File: src/rtl/post_add_sub_arbiter.sv
// Two-requester front end for one shared POST_ADD_SUB datapath, chaining carry/borrow across the words of a transaction.
// Define ARB_RR_EN for round-robin arbitration in IDLE; otherwise requester 0 has fixed priority.
module post_add_sub_arbiter #(
    parameter int WIDTH    = 48,
    parameter int CIN_REG  = 1,
    parameter int COUT_REG = 1
) (
    input  logic               CLK,
    input  logic               rst_a,
    input  logic [1:0]         req_valid,
    output logic [1:0]         req_ready,
    input  logic [2*WIDTH-1:0] req_x,
    input  logic [2*WIDTH-1:0] req_z,
    input  logic [1:0]         req_sub,
    input  logic [1:0]         req_cin,
    input  logic [1:0]         req_last,
    output logic [WIDTH-1:0]   dp_x,
    output logic [WIDTH-1:0]   dp_z,
    output logic               dp_opmode7,
    output logic               dp_cin,
    output logic               dp_ce,
    input  logic [WIDTH-1:0]   dp_p,
    input  logic               dp_cout,
    output logic               rsp_valid,
    output logic               rsp_id,
    output logic [WIDTH-1:0]   rsp_p,
    output logic               rsp_cout,
    output logic               rsp_last
);

    localparam logic [1:0] WAIT_CYC = 2'(CIN_REG + COUT_REG);

    typedef enum logic [1:0] {IDLE, BUSY, CHAIN} state_t;

    state_t           state_q, state_d;
    logic             owner_q, owner_d;
    logic             last_q, last_d;
    logic             chain_q, chain_d;
    logic [1:0]       wait_q, wait_d;
    logic [WIDTH-1:0] x_q, x_d;
    logic [WIDTH-1:0] z_q, z_d;
    logic             op_q, op_d;
    logic             cin_q, cin_d;
    logic             rsp_valid_q, rsp_valid_d;
    logic             rsp_id_q, rsp_id_d;
    logic [WIDTH-1:0] rsp_p_q, rsp_p_d;
    logic             rsp_cout_q, rsp_cout_d;
    logic             rsp_last_q, rsp_last_d;
`ifdef ARB_RR_EN
    logic             rr_q, rr_d;
`endif

    logic       win;
    logic       sel;
    logic [1:0] grant;
    logic       fire;

    // Winner among valid requesters while IDLE; a lone requester always wins.
    always_comb begin
`ifdef ARB_RR_EN
        win = (req_valid == 2'b11) ? rr_q : req_valid[1];
`else
        win = ~req_valid[0];
`endif
    end

    always_comb begin
        grant = 2'b00;
        sel   = owner_q;
        case (state_q)
            IDLE: begin
                sel = win;
                if (|req_valid) begin
                    grant = win ? 2'b10 : 2'b01;
                end
            end
            CHAIN:   grant = owner_q ? 2'b10 : 2'b01;
            default: grant = 2'b00;
        endcase
    end

    assign req_ready = rst_a ? 2'b00 : grant;
    assign fire      = |(req_valid & req_ready);

    always_comb begin
        state_d     = state_q;
        owner_d     = owner_q;
        last_d      = last_q;
        chain_d     = chain_q;
        wait_d      = wait_q;
        x_d         = x_q;
        z_d         = z_q;
        op_d        = op_q;
        cin_d       = cin_q;
        rsp_valid_d = 1'b0;
        rsp_id_d    = rsp_id_q;
        rsp_p_d     = rsp_p_q;
        rsp_cout_d  = rsp_cout_q;
        rsp_last_d  = rsp_last_q;
`ifdef ARB_RR_EN
        rr_d        = rr_q;
`endif
        case (state_q)
            IDLE, CHAIN: begin
                if (fire) begin
                    state_d = BUSY;
                    owner_d = sel;
                    x_d     = sel ? req_x[2*WIDTH-1:WIDTH] : req_x[WIDTH-1:0];
                    z_d     = sel ? req_z[2*WIDTH-1:WIDTH] : req_z[WIDTH-1:0];
                    op_d    = req_sub[sel];
                    last_d  = req_last[sel];
                    // Only the first word of a transaction takes the requester's carry.
                    cin_d   = (state_q == IDLE) ? req_cin[sel] : chain_q;
                    wait_d  = WAIT_CYC;
                end
            end
            BUSY: begin
                if (wait_q == 2'd0) begin
                    rsp_valid_d = 1'b1;
                    rsp_id_d    = owner_q;
                    rsp_p_d     = dp_p;
                    rsp_cout_d  = dp_cout;
                    rsp_last_d  = last_q;
                    chain_d     = dp_cout;
                    state_d     = last_q ? IDLE : CHAIN;
`ifdef ARB_RR_EN
                    if (last_q) begin
                        rr_d = ~owner_q;
                    end
`endif
                end else begin
                    wait_d = wait_q - 2'd1;
                end
            end
            default: state_d = IDLE;
        endcase
    end

    always_ff @(posedge CLK or posedge rst_a) begin
        if (rst_a) begin
            state_q     <= IDLE;
            owner_q     <= 1'b0;
            last_q      <= 1'b0;
            chain_q     <= 1'b0;
            wait_q      <= 2'd0;
            x_q         <= '0;
            z_q         <= '0;
            op_q        <= 1'b0;
            cin_q       <= 1'b0;
            rsp_valid_q <= 1'b0;
            rsp_id_q    <= 1'b0;
            rsp_p_q     <= '0;
            rsp_cout_q  <= 1'b0;
            rsp_last_q  <= 1'b0;
`ifdef ARB_RR_EN
            rr_q        <= 1'b0;
`endif
        end else begin
            state_q     <= state_d;
            owner_q     <= owner_d;
            last_q      <= last_d;
            chain_q     <= chain_d;
            wait_q      <= wait_d;
            x_q         <= x_d;
            z_q         <= z_d;
            op_q        <= op_d;
            cin_q       <= cin_d;
            rsp_valid_q <= rsp_valid_d;
            rsp_id_q    <= rsp_id_d;
            rsp_p_q     <= rsp_p_d;
            rsp_cout_q  <= rsp_cout_d;
            rsp_last_q  <= rsp_last_d;
`ifdef ARB_RR_EN
            rr_q        <= rr_d;
`endif
        end
    end

    // The datapath's carry registers only advance while a word is in flight.
    assign dp_ce      = (state_q == BUSY);
    assign dp_x       = x_q;
    assign dp_z       = z_q;
    assign dp_opmode7 = op_q;
    assign dp_cin     = cin_q;
    assign rsp_valid  = rsp_valid_q;
    assign rsp_id     = rsp_id_q;
    assign rsp_p      = rsp_p_q;
    assign rsp_cout   = rsp_cout_q;
    assign rsp_last   = rsp_last_q;

endmodule

File: config.mk
export PLATFORM = sky130hd
export DESIGN_NAME = post_add_sub_arbiter
export DESIGN_NICKNAME = d
export VERILOG_FILES = /design/src/rtl/post_add_sub_arbiter.sv
export SDC_FILE = /design/constraint.sdc
export NUM_CORES = 1
export LEC_CHECK = 0
export ABC_AREA = 1
export BUFFER_PORTS_ARGS = -buffer_cell sky130_fd_sc_hd__buf_4
export CORE_AREA = 4 4 157 159
export CTS_CLUSTER_SIZE = 25
export DETAILED_ROUTE_END_ITERATION = 8
export DIE_AREA = 0 0 161 163
export SYNTH_ARGS = -nofsm -noshare
export SYNTH_HDL_FRONTEND = slang
export SYNTH_SLANG_ARGS = --single-unit
File: constraint.sdc
create_clock -name CLK -period 5.8 [get_ports CLK]
set_input_delay 1.16 -clock CLK [delete_from_list [all_inputs] [get_ports CLK]]
set_output_delay 1.16 -clock CLK [all_outputs]
set_load 0.05 [all_outputs]
==> reports/metrics.cfg <==
[worst_hold_path]
hold_class = flip-flop to flip-flop

[placement]
hpwl_mm = 19.4
place.gp.congestion = 0.805
io_buffers = 403
placed_cells = 1677

[global_routing]
grt_pass1_vias = 7427
grt_overflow = 0
busiest_layer = met2
met2_usage_pct = 33.0
use_met3_pct = 5.16
grt_pass1_wl_mm = 40.3
antenna_found_initial = 0
grt_max_degree = 100
track_usage_pct = 19.3
met1_usage_pct = 23.2

[timing]
min_period_ns = 3.03
rsz0062_at_grt = no
setup_violations = 0
drv_slew = 0
setup-tns-final_ns = 0
period_share_pct = 52.3
fin_skew_ns = 0.00994
finalHoldViolations = 0
whs_ns = 0.471
fmax_mhz = 330
relSlewSlack_pct = 29.7
tightestPinTransition_ns = 1.05

[logic_synthesis]
syn-cell-area_um2 = 7410
synth-xor-area-share_pct = 0
syn_inst = 1009
synth.area.mux_share_pct = 0
ys_ff_latch = 156
seq_area_frac_synth_pct = 52.7
synth_compound_area_share_pct = 0.371
synthSimpleGateAreaFrac_pct = 41.3
ys_warn_count = 0
synth_cell_types = 21
ys_top_cells_by_area = dfrtp_1 (53%), nand2_1 (33%), nand3_1 (6.9%)
yosysTopAreaCellShare_pct = 52.7
syn_avg_cell_area_um2 = 7.35
synth-adder-area-share_pct = 0.169
synth.largest_area_cell = dfrtp_1
synthesis.nets = 1261
synth_top_family_by_area = simple AND/OR/NAND/NOR gates

[critical_path]
crit_fanout = 13
critical-path-max-stage-delay_ns = 0.24
worstPathArrival_ns = 1.87
cp.required_ns = 4.64
worstSetupPathType = input pin to primary output
critPathMostFrequentCell = buf_4
cp_cell_sequence = buf_4 > nand2_4 > a21oi_1 > buf_4
cp_slowest_cell = a21oi_1
startpoint_type = input pin
cp_top_family = buffers and inverters
cp-end-kind = primary output
path_buf_inv = 2

[clocking]
clkSinkCount = 156
insertion_delay_ns = 0.42
post_cts_buffers = 0
cts_root_buf = clkbuf_16
cts_buffers = 17
clockBufferDepth = 2
clkTransAtPathRegs_ns = 0.06
cts_tree = built
ctsHoldBuffers = 0
postCtsResizedCells = 0
htree_levels = 4

[die]
dieArea_um2 = 26200
core-area_um2 = 23300
die_y_um = 163
dieWidth_um = 161
ios = 404
start_util_pct = 31.9
rows = 56

[layout]
n_antenna_cell = 0
final_common_cell = nand2_1
final_core_util_pct = 48.1
fin_cells = 1709
area_growth_syn_to_layout_pct = 50.9
drive_above_1_share_pct = 32.5
fill_cells = 2385
final_cell_mix = nand2_1 (655), buf_4 (411), dfrtp_1 (156)
nets = 1629

[drt]
via_per_inst = 4.47
totalWireLength_mm = 26.2
drtAntennaViolNets = 0
drtIter0Drc = 369
drc_errors = 0
wl_per_cell_um = 15.4
first_pass_iters = 4
vias = 7632

[power_and_ir_drop]
p_leak_nw = 6.51
power_mw = 7.46
p_per_area_nw_per_um2 = 667
ir_drop_mv = 0.382

[status]
outcome = finished clean

[run]
maxCapViolations = 0

-- metal layers --
metal  share of wire, %  up-vias
met5                  0        -
met1                 40     3476
met4                2.8        0
li1                   -     3842
met2                 50      278
met3                7.8       36
-- logic make-up after synthesis --
group,after synthesis
buf+inv,75
compound gates,5
fa+ha+maj,1
simple gates,772
flops,156
-- registers in the layout (all words and copies together), names as in the netlist, 2 cells and up --
register  cells
dp_x         48
dp_z         48
rsp_p        48
state_q       2
wait_q        2
-- power breakdown --
group / switching [mW] / total (mW) / internal [mW]
Clock: 0.454 / 1.16 / 0.707
Combinational: 3.19 / 4.41 / 1.22
Sequential: 0.292 / 1.89 / 1.59
Total: 3.94 / 7.46 / 3.53
-- Yosys cell counts --
cell type  instances
nand2_2            3
clkinv_1           2
o21ai_1            1
nor2_4             1
o21ai_0            1
ha_1               1
nor2_1             3
o21a_1             1
buf_4             15
nand2_1          657
buf_6              4
buf_1              5
nand3_1          102
buf_2             31
clkbuf_1           7
nand3_2            2
nand4_1            4
a21oi_1            2
dfrtp_1          156
inv_1              9
inv_2              2
-- tightest hold or removal path, delay by kind of cell, from the launching register on --
kind | cells | cell delay (ns)
flip-flops | 1 | 0.34
AND/OR/NAND/NOR | 2 | 0.10
-- cell type report --
cell class	instances	area [um2]	area share [%]
flip-flops and latches	156	3900	34.9
clock buffers	21	460	4.12
well taps	319	399	3.57
clock inverters	11	156	1.40
multi-input cells	778	3130	28.0
repair buffers	411	3090	27.6
inverters	13	55.1	0.492
-- per-stage QoR --
step / instance area, um2 / worst slack (ns)
5_1_grt: 11200 / 2.69
3_5_place_dp: 10600 / 2.50
3_3_place_gp: 10600 / 2.53
4_1_cts: 11200 / 2.75
6_report: 11200 / 2.77
2_1_floorplan: 7410 / 0.108
-- final timing paths --
path / startpoint / to / slack (ns) / depth (start not counted)
max: req_valid[0] / req_ready[0] / 2.77 / 4
min: dp_x[26] / dp_x[26] / 0.47 / 2
max reg2reg: state_q[1] / dp_z[28] / 3.13 / 9
min reg2reg: dp_x[26] / dp_x[26] / 0.47 / 2
max in group asynchronous: rst_a / dp_z[38] / 3.90 / 3
min in group asynchronous: rst_a / dp_z[16] / 0.69 / 2
Note: power is estimated with default switching activity, not from simulation.
